===== src/rtl/bus_master.sv =====
`default_nettype none
// ============================================================================
// Module   : bus_master
// Brief    : Single-outstanding CPU load/store to HSEL/HREADY bus initiator;
//            optional ready timeout enabled by BUS_MASTER_TIMEOUT_EN.
// Revision : 1.0
// ============================================================================
module bus_master #(
    parameter int TIMEOUT_CYCLES = 16
) (
    input  logic        clock,
    input  logic        nRst,
    input  logic        req,
    input  logic        we,
    input  logic [31:0] addr,
    input  logic [1:0]  size,
    input  logic        is_unsigned,
    input  logic [31:0] wdata,
    output logic        busy,
    output logic        done,
    output logic        err,
    output logic [31:0] rdata,
    output logic        HSEL,
    output logic [31:0] HADDR,
    output logic        HWRITE,
    output logic [3:0]  HBE,
    output logic [31:0] HWDATA,
    input  logic        HREADY,
    input  logic [31:0] HRDATA
);

    typedef enum logic [1:0] {
        S_IDLE    = 2'd0,
        S_REQ     = 2'd1,
        S_RELEASE = 2'd2,
        S_ERR     = 2'd3
    } state_t;

    state_t      r_state, w_state_next;
    logic        r_busy, r_done, r_err, r_hsel, r_hwrite, r_unsigned;
    logic        w_done_next, w_err_next, w_hsel_next, w_hwrite_next, w_unsigned_next;
    logic [31:0] r_rdata, r_haddr, r_hwdata;
    logic [31:0] w_rdata_next, w_haddr_next, w_hwdata_next;
    logic [3:0]  r_hbe, w_hbe_next;
    logic [1:0]  r_size, r_lane, w_size_next, w_lane_next;

    logic        w_illegal;
    logic [3:0]  w_req_hbe;
    logic [31:0] w_req_hwdata;
    logic [15:0] w_lane_data;
    logic [31:0] w_load;

`ifdef BUS_MASTER_TIMEOUT_EN
    localparam int             CW        = $clog2(TIMEOUT_CYCLES + 1);
    localparam logic [CW-1:0]  c_timeout = CW'(TIMEOUT_CYCLES);
    logic [CW-1:0] r_cnt, w_cnt_next;
`else
    localparam int c_timeout_unused = TIMEOUT_CYCLES;
`endif

    assign busy   = r_busy;
    assign done   = r_done;
    assign err    = r_err;
    assign rdata  = r_rdata;
    assign HSEL   = r_hsel;
    assign HADDR  = r_haddr;
    assign HWRITE = r_hwrite;
    assign HBE    = r_hbe;
    assign HWDATA = r_hwdata;

    always_comb begin
        w_illegal = (size == 2'd3) ||
                    (size == 2'd1 && addr[0]) ||
                    (size == 2'd2 && addr[1:0] != 2'b00);
        case (size)
            2'd0:    begin w_req_hbe = 4'b0001 << addr[1:0];          w_req_hwdata = {4{wdata[7:0]}};  end
            2'd1:    begin w_req_hbe = addr[1] ? 4'b1100 : 4'b0011;   w_req_hwdata = {2{wdata[15:0]}}; end
            2'd2:    begin w_req_hbe = 4'b1111;                       w_req_hwdata = wdata;            end
            default: begin w_req_hbe = 4'b0000;                       w_req_hwdata = wdata;            end
        endcase
    end

    // Byte offset times eight shifts the addressed lane down; half lanes are always even-aligned.
    always_comb begin
        w_lane_data = 16'(HRDATA >> {r_lane, 3'b000});
        case (r_size)
            2'd0:    w_load = {{24{~r_unsigned & w_lane_data[7]}}, w_lane_data[7:0]};
            2'd1:    w_load = {{16{~r_unsigned & w_lane_data[15]}}, w_lane_data};
            default: w_load = HRDATA;
        endcase
    end

    always_comb begin
        w_state_next    = r_state;
        w_done_next     = 1'b0;
        w_err_next      = 1'b0;
        w_rdata_next    = r_rdata;
        w_hsel_next     = r_hsel;
        w_haddr_next    = r_haddr;
        w_hwrite_next   = r_hwrite;
        w_hbe_next      = r_hbe;
        w_hwdata_next   = r_hwdata;
        w_size_next     = r_size;
        w_lane_next     = r_lane;
        w_unsigned_next = r_unsigned;
`ifdef BUS_MASTER_TIMEOUT_EN
        w_cnt_next      = r_cnt;
`endif
        case (r_state)
            S_IDLE: begin
                if (req) begin
                    if (w_illegal) begin
                        w_state_next = S_ERR;
                    end else begin
                        w_state_next    = S_REQ;
                        w_hsel_next     = 1'b1;
                        w_haddr_next    = {addr[31:2], 2'b00};
                        w_hwrite_next   = we;
                        w_hbe_next      = w_req_hbe;
                        w_hwdata_next   = w_req_hwdata;
                        w_size_next     = size;
                        w_lane_next     = addr[1:0];
                        w_unsigned_next = is_unsigned;
`ifdef BUS_MASTER_TIMEOUT_EN
                        w_cnt_next      = '0;
`endif
                    end
                end
            end
            S_REQ: begin
                if (HREADY) begin
                    w_state_next = S_RELEASE;
                    w_hsel_next  = 1'b0;
                    w_hbe_next   = 4'b0000;
                    w_done_next  = 1'b1;
                    if (!r_hwrite) begin
                        w_rdata_next = w_load;
                    end
                end else begin
`ifdef BUS_MASTER_TIMEOUT_EN
                    w_cnt_next = r_cnt + CW'(1);
                    if (w_cnt_next == c_timeout) begin
                        w_state_next = S_RELEASE;
                        w_hsel_next  = 1'b0;
                        w_hbe_next   = 4'b0000;
                        w_done_next  = 1'b1;
                        w_err_next   = 1'b1;
                        w_rdata_next = '0;
                    end
`endif
                end
            end
            // Wait out the slave's ready from the finished access before reopening.
            S_RELEASE: begin
                if (!HREADY) begin
                    w_state_next = S_IDLE;
                end
            end
            S_ERR: begin
                w_state_next = S_IDLE;
                w_done_next  = 1'b1;
                w_err_next   = 1'b1;
            end
            default: w_state_next = S_IDLE;
        endcase
    end

    always_ff @(posedge clock or negedge nRst) begin
        if (!nRst) begin
            r_state    <= S_IDLE;
            r_busy     <= 1'b0;
            r_done     <= 1'b0;
            r_err      <= 1'b0;
            r_rdata    <= '0;
            r_hsel     <= 1'b0;
            r_haddr    <= '0;
            r_hwrite   <= 1'b0;
            r_hbe      <= '0;
            r_hwdata   <= '0;
            r_size     <= '0;
            r_lane     <= '0;
            r_unsigned <= 1'b0;
`ifdef BUS_MASTER_TIMEOUT_EN
            r_cnt      <= '0;
`endif
        end else begin
            r_state    <= w_state_next;
            r_busy     <= (w_state_next != S_IDLE);
            r_done     <= w_done_next;
            r_err      <= w_err_next;
            r_rdata    <= w_rdata_next;
            r_hsel     <= w_hsel_next;
            r_haddr    <= w_haddr_next;
            r_hwrite   <= w_hwrite_next;
            r_hbe      <= w_hbe_next;
            r_hwdata   <= w_hwdata_next;
            r_size     <= w_size_next;
            r_lane     <= w_lane_next;
            r_unsigned <= w_unsigned_next;
`ifdef BUS_MASTER_TIMEOUT_EN
            r_cnt      <= w_cnt_next;
`endif
        end
    end

endmodule
`default_nettype wire

===== config.mk =====
export PLATFORM = sky130hd
export DESIGN_NAME = bus_master
export DESIGN_NICKNAME = d
export VERILOG_FILES = /design/src/rtl/bus_master.sv
export SDC_FILE = /design/constraint.sdc
export NUM_CORES = 1
export LEC_CHECK = 0
export ABC_CLOCK_PERIOD_IN_PS = 3800
export BUFFER_PORTS_ARGS = -buffer_cell sky130_fd_sc_hd__buf_2
export CAP_MARGIN = 20
export CORE_ASPECT_RATIO = 1.1
export CORE_UTILIZATION = 52
export CTS_CLUSTER_SIZE = 20
export DETAILED_ROUTE_END_ITERATION = 7
export PLACE_DENSITY = 0.93
export SYNTH_ARGS = -nofsm -noshare
export SYNTH_HDL_FRONTEND = slang
export SYNTH_SLANG_ARGS = --single-unit

===== constraint.sdc =====
create_clock -name clock -period 3.8 [get_ports clock]
set_input_delay 0.38 -clock clock [delete_from_list [all_inputs] [get_ports clock]]
set_output_delay 0.38 -clock clock [all_outputs]
set_load 0.1 [all_outputs]

==> impl_metrics.json, run 1 <==
{
  "post-dp-hpwl_um": 9900,
  "fin_tns_setup_ps": 0,
  "synthXorXnorAreaFrac_pct": 0.168,
  "synth_top_cell_by_area": "dfrtp_1",
  "hold_viol": 0,
  "root_buffer": "clkbuf_8",
  "fin_area_mm2": 0.00650,
  "cts_buffers": 9,
  "synth_top_family_by_area": "multiplexers",
  "critPathCaptureType": "flop",
  "synth_compound_area_share_pct": 11.2,
  "clk_path_buf_depth": 2,
  "syn_inst": 481,
  "fin_cells": 791,
  "synthArstFlopShare_pct": 100,
  "clock_sinks": 110,
  "ant_nets": 0,
  "globalRouteOverflowTotal": 0,
  "min_path_type": "in -> reg",
  "rsz0062_at_grt": "no",
  "syn2layout_area_growth_pct": 25.0,
  "dr_total_vias": 4409,
  "initial_core_util_pct": 54.5,
  "crit_family": "flip-flops",
  "synthTopCellsByArea": "dfrtp_1 (53%), mux2_1 (9.5%), mux2i_1 (6.7%), o21ai_0 (4.8%), nand2_1 (4.3%)",
  "synth_common_cells": "dfrtp_1 (110), nand2_1 (60), o21ai_0 (50)",
  "yosys_warnings": 0,
  "coreArea_mm2": 0.00954,
  "run_status": "finished clean",
  "seq_area_frac_synth_pct": 52.9,
  "yosys.area.top_type_share_pct": 52.9,
  "clock.fmax_mhz": 426,
  "cts_htree_levels": 3,
  "layout.nets": 772,
  "finalSetupViolations": 0,
  "cts_tree": "done",
  "cpMaxStageDelayCell": "dfrtp_1",
  "multiInputGateArea_mm2": 0.00225,
  "synth_mux_area_share_pct": 16.3,
  "grt_max_degree": 88,
  "crit_path_max_incr_delay_ps": 830,
  "cp_cell_sequence": "mux2i_1 -> nor3_1 -> o311ai_4 -> nand3_1",
  "dp.cells": 771,
  "synth_fa_ha_area_share_pct": 0,
  "clock_latency_ps": 360,
  "wl_per_cell_um": 16.8,
  "die_h_um": 107,
  "postLayoutCoreUtil_pct": 68.2,
  "path_clk_slew_ps": 100,
  "critPathBufInv": 0,
  "numPortBuffers": 206,
  "rows": 37,
  "start_kind": "flop",
  "post_cts_buffers": 0,
  "finalCritPeriodShare_pct": 61.8,
  "gp_congestion": 0.961,
  "die_w_um": 97.4,
  "pin_count": 209,
  "cp.required_ps": 4000,
  "skew_ps": 8.96,
  "ys_seq_elements": 110,
  "fillers": 722,
  "drtIter0Drc": 220,
  "drt-pass1-iter-count": 5,
  "slew_headroom_pct": 39.2,
  "netlist_area_mm2": 0.00520,
  "viasPerCell": 5.57,
  "synth_edf_count": 0,
  "grt_pass1_vias": 4480,
  "yosys_most_used_dff": "dfrtp_1",
  "yosys.area_share.simple_pct": 15.4,
  "die-area_mm2": 0.0104,
  "syn_avg_cell_area_um2": 10.8,
  "min_period_ps": 2350,
  "antenna_found_initial": 1,
  "crit_arrival_ps": 2550,
  "placed_area_mm2": 0.00624,
  "synth.distinct_cells": 46,
  "worstSetupPathType": "reg -> reg",
  "seqCellArea_mm2": 0.00275,
  "slew_viol_final": 0,
  "grt_use_total_pct": 25.9,
  "grt_pass1_wl_um": 21300,
  "drc": 0,
  "path_max_fanout": 16,
  "synth_most_common_cell": "dfrtp_1",
  "maxCapViolations": 0,
  "tightest_slew_ps": 909,
  "routed_wl_um": 13300,
  "drive_gt1_share_pct": 36.7
}
[cell type report]
cell class                      instances  share of cell area [%]
Antenna cell                            1                  0.0385
Clock buffer                           11                    2.17
Clock inverter                          5                   0.866
Inverter                                2                   0.115
Multi-Input combinational cell        332                    34.7
Sequential cell                       110                    42.3
Tap cell                              117                    2.25
Timing Repair Buffer                  213                    17.6
[layer usage]
metal	GRT usage [%]	up-vias	wire length (um)
met3	6.91	29	1110
met4	11.6	0	346
met2	44.2	222	6750
li1	-	2041	-
met1	30.8	2117	5120
met5	0	-	0
[path summary, 6_finish.rpt]
kind / startpoint / endpoint / slack, ps / depth (start not counted)
hold reg to reg: HSEL$_DFFE_PN0P_ / HSEL$_DFFE_PN0P_ / 490 / 2
min in group asynchronous: nRst / rdata[17]$_DFFE_PN0P_ / 350 / 2
setup / recovery: r_lane[1]$_DFFE_PN0P_ / rdata[19]$_DFFE_PN0P_ / 1450 / 4
setup reg to reg: r_lane[1]$_DFFE_PN0P_ / rdata[19]$_DFFE_PN0P_ / 1450 / 4
hold / removal: addr[13] / HADDR[13]$_DFFE_PN0P_ / 220 / 2
max in group asynchronous: nRst / HWDATA[2]$_DFFE_PN0P_ / 2420 / 4
[registers in the layout, indices dropped and copies added (netlist names), 2 cells and up]
name	flops
HADDR	30
rdata	32
r_state	2
HWDATA	32
r_size	2
HBE	4
r_lane	2
[repair_timing]
item                                   CTS  global route
endpoints found under the hold margin    0             4
hold buffers                             0             1
gates resized for setup                  0             0
setup endpoints to repair                0             0
[metrics by stage]
step	hold slack [ps]	worst slack (ps)
after floorplan	84.4	2020
after global routing	206	1250
final	223	1450
after CTS	191	1460
after detailed placement	463	1370
after global placement	456	1440
[kinds of logic after synthesis]
| family | count (synthesis) |
|---|---|
| AND/OR/NAND/NOR | 154 |
| flip-flops | 110 |
| AO/OA/AOI/OAI | 96 |
| multiplexers | 79 |
| buffers and inverters | 40 |
| XOR/XNOR | 1 |
| other | 1 |
[cells in the final DEF, fill, tap and decap left out, drive strengths merged, types with 2 or more instances in the layout]
| master | count |
|---|---|
| o22ai | 5 |
| nand2b | 6 |
| nor2b | 3 |
| and3 | 2 |
| inv | 3 |
| clkbuf | 11 |
| nand3 | 35 |
| a211oi | 8 |
| dfrtp | 110 |
| buf | 212 |
| conb | 2 |
| mux2 | 44 |
| a21o | 5 |
| o2bb2ai | 2 |
| nor3b | 8 |
| mux2i | 35 |
| a2bb2oi | 2 |
| nand2 | 60 |
| o21ai | 50 |
| nor2 | 31 |
| a21oi | 16 |
| clkinv | 2 |
| nor3 | 3 |
[worst reg2reg max path: stages (launching register included)]
cell      delay [ps]
dfrtp_1          830
mux2i_1          320
nor3_1           110
o311ai_4         780
nand3_1          150
Power of run 1 is left out: the tool's default activity adds up to more than one toggle a clock period on the data nets, which glitch-free logic cannot reach.
==> run 2, diff against run 1 <==
==> config.mk (replaced) <==
export PLATFORM = sky130hd
export DESIGN_NAME = bus_master
export DESIGN_NICKNAME = d
export VERILOG_FILES = /design/src/rtl/bus_master.sv
export SDC_FILE = /design/constraint.sdc
export NUM_CORES = 1
export LEC_CHECK = 0
export ABC_CLOCK_PERIOD_IN_PS = 1950
export BUFFER_PORTS_ARGS = -buffer_cell sky130_fd_sc_hd__buf_2
export CAP_MARGIN = 20
export CORE_ASPECT_RATIO = 1.1
export CORE_UTILIZATION = 44
export CTS_CLUSTER_SIZE = 20
export DETAILED_ROUTE_END_ITERATION = 7
export PLACE_DENSITY = 0.85
export SYNTH_ARGS = -nofsm -noshare
export SYNTH_HDL_FRONTEND = slang
export SYNTH_SLANG_ARGS = --single-unit
==> constraint.sdc (replaced) <==
create_clock -name clock -period 1.95 [get_ports clock]
set_input_delay 0.195 -clock clock [delete_from_list [all_inputs] [get_ports clock]]
set_output_delay 0.195 -clock clock [all_outputs]
set_load 0.1 [all_outputs]
==> run 2 against run 1 <==
- non-clock buffer count grew 10
- clock-buffer cell count rose by 1
- register-to-register slack got worse by 1200 ps
- largest cell class unchanged
==> impl_metrics.json, run 2 (synthesis results as in run 1) <==
{
  "run_status": "finished clean",
  "finalSetupViolations": 0,
  "gp_congestion": 0.881,
  "path_clk_slew_ps": 70,
  "r2r-start": "r_lane[1]$_DFFE_PN0P_",
  "start_kind": "flop",
  "min_period_ps": 1720,
  "ant_nets": 0,
  "routed_wl_um": 13300,
  "worstSetupPathType": "reg -> reg",
  "skew_ps": 4.79,
  "root_buffer": "clkbuf_16",
  "grt_pass1_wl_um": 21200,
  "die_w_um": 106,
  "finalCritPeriodShare_pct": 88.0,
  "hold_ws_ps": 55.4,
  "clock_sinks": 110,
  "cts_tree": "done",
  "grt_max_degree": 87,
  "slew_viol_final": 0,
  "crit_family": "flip-flops",
  "post-dp-hpwl_um": 10100,
  "maxCapViolations": 0,
  "cts_htree_levels": 3,
  "drive_gt1_share_pct": 37.4,
  "clk_path_buf_depth": 2,
  "rsz0062_at_grt": "no",
  "grt_use_total_pct": 22.0,
  "post_cts_buffers": 0,
  "pin_count": 209,
  "clock_latency_ps": 350,
  "postLayoutCoreUtil_pct": 58.2,
  "antenna_found_initial": 0,
  "critPathCaptureType": "flop",
  "numPortBuffers": 206,
  "viasPerCell": 5.30,
  "drt-pass1-iter-count": 6,
  "syn2layout_area_growth_pct": 28.5,
  "drtIter0Drc": 151,
  "ff2ff_path_depth": 5,
  "dp.cells": 816,
  "tightest_slew_ps": 547,
  "fin_tns_setup_ps": 0,
  "fin_cells": 832,
  "wl_per_cell_um": 15.9,
  "layout_commonest_cell": "buf_2",
  "critPathBufInv": 1,
  "min_to": "HADDR[12]$_DFFE_PN0P_",
  "hold_viol": 0,
  "layout.nets": 782,
  "timing.rr.end": "rdata[30]$_DFFE_PN0P_",
  "slew_headroom_pct": 63.5,
  "clock.fmax_mhz": 583,
  "path_depth": 5,
  "crit_path_max_incr_delay_ps": 540,
  "min_path_type": "in -> reg",
  "initial_core_util_pct": 45.3,
  "cts_buffers": 9,
  "coreArea_mm2": 0.0115,
  "rows": 41,
  "die-area_mm2": 0.0123,
  "die_h_um": 116,
  "crit_arrival_ps": 1940,
  "hold_depth": 2,
  "hold_start": "addr[12]",
  "cp_cell_sequence": "mux2i_1 -> nor2_1 -> o311ai_4 -> buf_4 -> nand3_2",
  "globalRouteOverflowTotal": 0,
  "path_max_fanout": 10,
  "ctsResizeCount": 0,
  "dr_total_vias": 4408,
  "antenna_cells": 0,
  "mostFrequentLayoutCells": "buf_2 (205), dfrtp_1 (110), nand2_1 (60)",
  "cp.required_ps": 2170,
  "rrSetupSlack_ps": 230,
  "grt_pass1_vias": 4358,
  "cpMaxStageDelayCell": "dfrtp_1",
  "drc": 0
}
==> run 2: cell count changes in the layout (fill, tap and decap cells not counted), moves of 2 or more <==
| cell | change |
|---|---|
| clkbuf_8 | -9 |
| buf_16 | -2 |
| buf_12 | +3 |
| clkbuf_16 | +9 |
| buf_4 | +9 |
==> run 2: per-stage QoR <==
step           area (um2)  setup WS [ps]
2_1_floorplan        5200            168
3_3_place_gp         6400            373
3_5_place_dp         6400            232
4_1_cts              6680            222
5_1_grt              6680            119
6_report             6680            234
==> run 2: worst max path at each step <==
stage / startpoint / endpoint / slack [ps]
after detailed placement: r_lane[1]$_DFFE_PN0P_ / rdata[30]$_DFFE_PN0P_ / 230
final: r_lane[1]$_DFFE_PN0P_ / rdata[30]$_DFFE_PN0P_ / 230
after floorplan: HWRITE$_DFFE_PN0P_ / rdata[12]$_DFFE_PN0P_ / 170
after global routing: r_state[1]$_DFF_PN0_ / rdata[10]$_DFFE_PN0P_ / 120
after CTS: r_lane[1]$_DFFE_PN0P_ / rdata[30]$_DFFE_PN0P_ / 220
after global placement: r_state[1]$_DFF_PN0_ / rdata[11]$_DFFE_PN0P_ / 370
==> run 2: worst reg2reg max path, stage by stage (launching register included) <==
cell and delay [ps]:
dfrtp_1 540, mux2i_1 310, nor2_1 110, o311ai_4 280, buf_4 260, nand3_2 90
==> run 2: layout make-up <==
type                            count  area, um2
Clock buffer                       12        246
Clock inverter                      3       21.3
Fill cell                         980       4810
Inverter                            2       7.51
Multi-Input combinational cell    332       2250
Sequential cell                   110       2750
Tap cell                          150        188
Timing Repair Buffer              223       1210
==> run 2: metal layers <==
layer  GRT usage (%)  wire length [um]
met4            9.35               283
met3            4.78               950
met2            39.0              6760
met1            25.9              5260
met5               0                 0
==> run 2: repair_timing <==
action	in CTS	in global routing
hold endpoints to repair	38	0
endpoints found under the setup margin	0	0
hold buffers	1	0
Power of run 2 is left out for the same reason.
==> run 3, diff against run 2 <==
==> config.mk (replaced) <==
export PLATFORM = sky130hd
export DESIGN_NAME = bus_master
export DESIGN_NICKNAME = d
export VERILOG_FILES = /design/src/rtl/bus_master.sv
export SDC_FILE = /design/constraint.sdc
export NUM_CORES = 1
export LEC_CHECK = 0
export ABC_AREA = 1
export ABC_CLOCK_PERIOD_IN_PS = 2100
export BUFFER_PORTS_ARGS = -buffer_cell sky130_fd_sc_hd__buf_2
export CAP_MARGIN = 20
export CORE_ASPECT_RATIO = 1.1
export CORE_UTILIZATION = 53
export CTS_CLUSTER_SIZE = 20
export DETAILED_ROUTE_END_ITERATION = 7
export PLACE_DENSITY = 0.94
export SYNTH_ARGS = -nofsm -noshare
export SYNTH_HDL_FRONTEND = slang
export SYNTH_SLANG_ARGS = --single-unit
==> constraint.sdc (replaced) <==
create_clock -name clock -period 2.1 [get_ports clock]
set_input_delay 0.21 -clock clock [delete_from_list [all_inputs] [get_ports clock]]
set_output_delay 0.21 -clock clock [all_outputs]
set_load 0.1 [all_outputs]
==> run 3 against run 2 <==
- final cell count is 21% higher
- critical endpoint is now rdata[24]$_DFFE_PN0P_
- clock skew grew 5.9 ps
- die area down 15%
- setup slack better by 12 ps
- maximum frequency shrank 7.4%
- clock-buffer cell count decreased by 1
- global-route usage is 5.3 points higher
- highest routed layer unchanged
- register-to-register slack is essentially flat
- critical path type unchanged
- non-clock buffer count stayed put
- synthesized area rose by 1.6%
- core utilization rose by 12 points
- routed wire length up 3.9%
==> impl_metrics.json, run 3 <==
{
  "run_status": "finished clean",
  "pin_count": 209,
  "antenna_cells": 0,
  "netlist_area_mm2": 0.00528,
  "grt_max_degree": 56,
  "synth_edf_count": 0,
  "cts_hold_buf": 1,
  "cp.required_ps": 2430,
  "maxCapViolations": 0,
  "seqCellArea_mm2": 0.00275,
  "met1Wirelength_um": 5440,
  "drtIter0Drc": 239,
  "top_layer_used": "met4",
  "ctsResizeCount": 0,
  "seq_area_frac_synth_pct": 52.1,
  "synthArstFlopShare_pct": 100,
  "cts_tree": "done",
  "clock_latency_ps": 380,
  "min_period_ps": 1850,
  "slew_viol_final": 0,
  "clock.fmax_mhz": 539,
  "coreArea_mm2": 0.00954,
  "hold_viol": 0,
  "syn_inst": 688,
  "die_h_um": 107,
  "root_buffer": "clkbuf_8",
  "post_cts_buffers": 0,
  "die-area_mm2": 0.0104,
  "routed_wl_um": 13800,
  "ff2ff_path_depth": 8,
  "setup.worst_path.start": "r_lane[1]$_DFFE_PN0P_",
  "synthTopCellsByArea": "dfrtp_1 (52%), nand2_1 (18%), a21oi_1 (6.1%), o21ai_0 (6.1%), nand3_1 (4.2%)",
  "synth.distinct_cells": 23,
  "skew_ps": 10.7,
  "syn_avg_cell_area_um2": 7.68,
  "grt_use_total_pct": 27.3,
  "synth_common_cells": "nand2_1 (259), dfrtp_1 (110), a21oi_1 (64), o21ai_0 (64), inv_1 (52)",
  "viasPerCell": 5.11,
  "cts_buffers": 9,
  "finalCritPeriodShare_pct": 88.3,
  "drt-pass1-iter-count": 4,
  "path_max_fanout": 19,
  "critPathCaptureType": "flop",
  "die_w_um": 97.2,
  "layout_commonest_cell": "nand2_1",
  "yosys_warnings": 0,
  "min_path_type": "in -> reg",
  "fillers": 828,
  "grt_pass1_wl_um": 22700,
  "mostFrequentLayoutCells": "nand2_1 (259), buf_2 (205), dfrtp_1 (110)",
  "clock_sinks": 110,
  "hold_start": "addr[5]",
  "hold_depth": 3,
  "antenna_found_initial": 0,
  "finalSetupViolations": 0,
  "numPortBuffers": 206,
  "yosys.area.top_type_share_pct": 52.1,
  "rows": 37,
  "ys_seq_elements": 110,
  "grt_pass1_vias": 4845,
  "multiInputGateArea_mm2": 0.00212,
  "layout.nets": 987,
  "rsz0062_at_grt": "no",
  "syn2layout_area_growth_pct": 25.7,
  "worstSetupPathType": "reg -> reg",
  "ant_nets": 0,
  "path_clk_slew_ps": 110,
  "crit_end": "rdata[24]$_DFFE_PN0P_",
  "initial_core_util_pct": 55.4,
  "dr_total_vias": 5139,
  "rrSetupSlack_ps": 250,
  "wl_met2_um": 6800,
  "globalRouteOverflowTotal": 0,
  "drive_gt1_share_pct": 29.8,
  "r2r-start": "r_lane[1]$_DFFE_PN0P_",
  "tightest_slew_ps": 607,
  "cts_htree_levels": 3,
  "start_kind": "flop",
  "slew_headroom_pct": 59.4,
  "drc": 0,
  "clk_path_buf_depth": 2,
  "fin_tns_setup_ps": 0,
  "synth_most_common_cell": "nand2_1",
  "post-dp-hpwl_um": 10200,
  "hold_ws_ps": 25.3,
  "timing.rr.end": "rdata[24]$_DFFE_PN0P_",
  "gp_congestion": 0.940,
  "wl_per_cell_um": 13.7,
  "yosys_most_used_dff": "dfrtp_1",
  "synth_top_cell_by_area": "dfrtp_1",
  "met3_length_um": 1240,
  "crit_arrival_ps": 2180
}
-- run 3: worst max-delay path: stages, from the launching register on --
cell     delay, ps
dfrtp_1        400
inv_2          160
nor2_4         220
nand2_1         90
nand2_1         90
nand3_1        440
nand3_1        290
nand2_1         70
inv_1           50
-- run 3: final cells by class --
class | count | share of cell area (%)
Tap cell | 117 | 2.20
Multi-Input combinational cell | 482 | 31.9
Clock buffer | 11 | 2.28
Inverter | 57 | 3.22
Clock inverter | 5 | 0.923
Timing Repair Buffer | 223 | 18.1
Sequential cell | 110 | 41.4
-- run 3: metal layers --
metal / up-vias / GRT usage, %
met5: - / 0
met4: 0 / 9.70
met3: 27 / 6.19
met2: 251 / 46.1
met1: 2306 / 34.5
li1: 2555 / -
-- run 3: kinds of logic after synthesis --
family / after synthesis / share of synthesized area (%)
compound gates: 131 / 12.5
buf+inv: 97 / 7.91
other cells: 1 / 0.0710
simple gates: 349 / 27.4
flops: 110 / 52.1
-- run 3: stage by stage --
step,worst slack (ps),cell area [um2],std cells,utilization [%]
6_report,246,6640,1005,69.7
3_3_place_gp,401,6420,988,67.3
5_1_grt,45.6,6640,1005,69.7
3_5_place_dp,322,6420,988,67.3
2_1_floorplan,321,5290,689,-
4_1_cts,315,6640,1005,69.7
-- run 3: worst min-delay path by stage --
stage                       endpoint  slack [ps]
2_1_floorplan  HADDR[10]$_DFFE_PN0P_         -90
3_3_place_gp    rdata[6]$_DFFE_PN0P_         230
3_5_place_dp    rdata[5]$_DFFE_PN0P_         230
4_1_cts         HADDR[3]$_DFFE_PN0P_           6
5_1_grt         HADDR[5]$_DFFE_PN0P_          20
6_report        HADDR[5]$_DFFE_PN0P_          30
Power of run 3 is left out for the same reason.
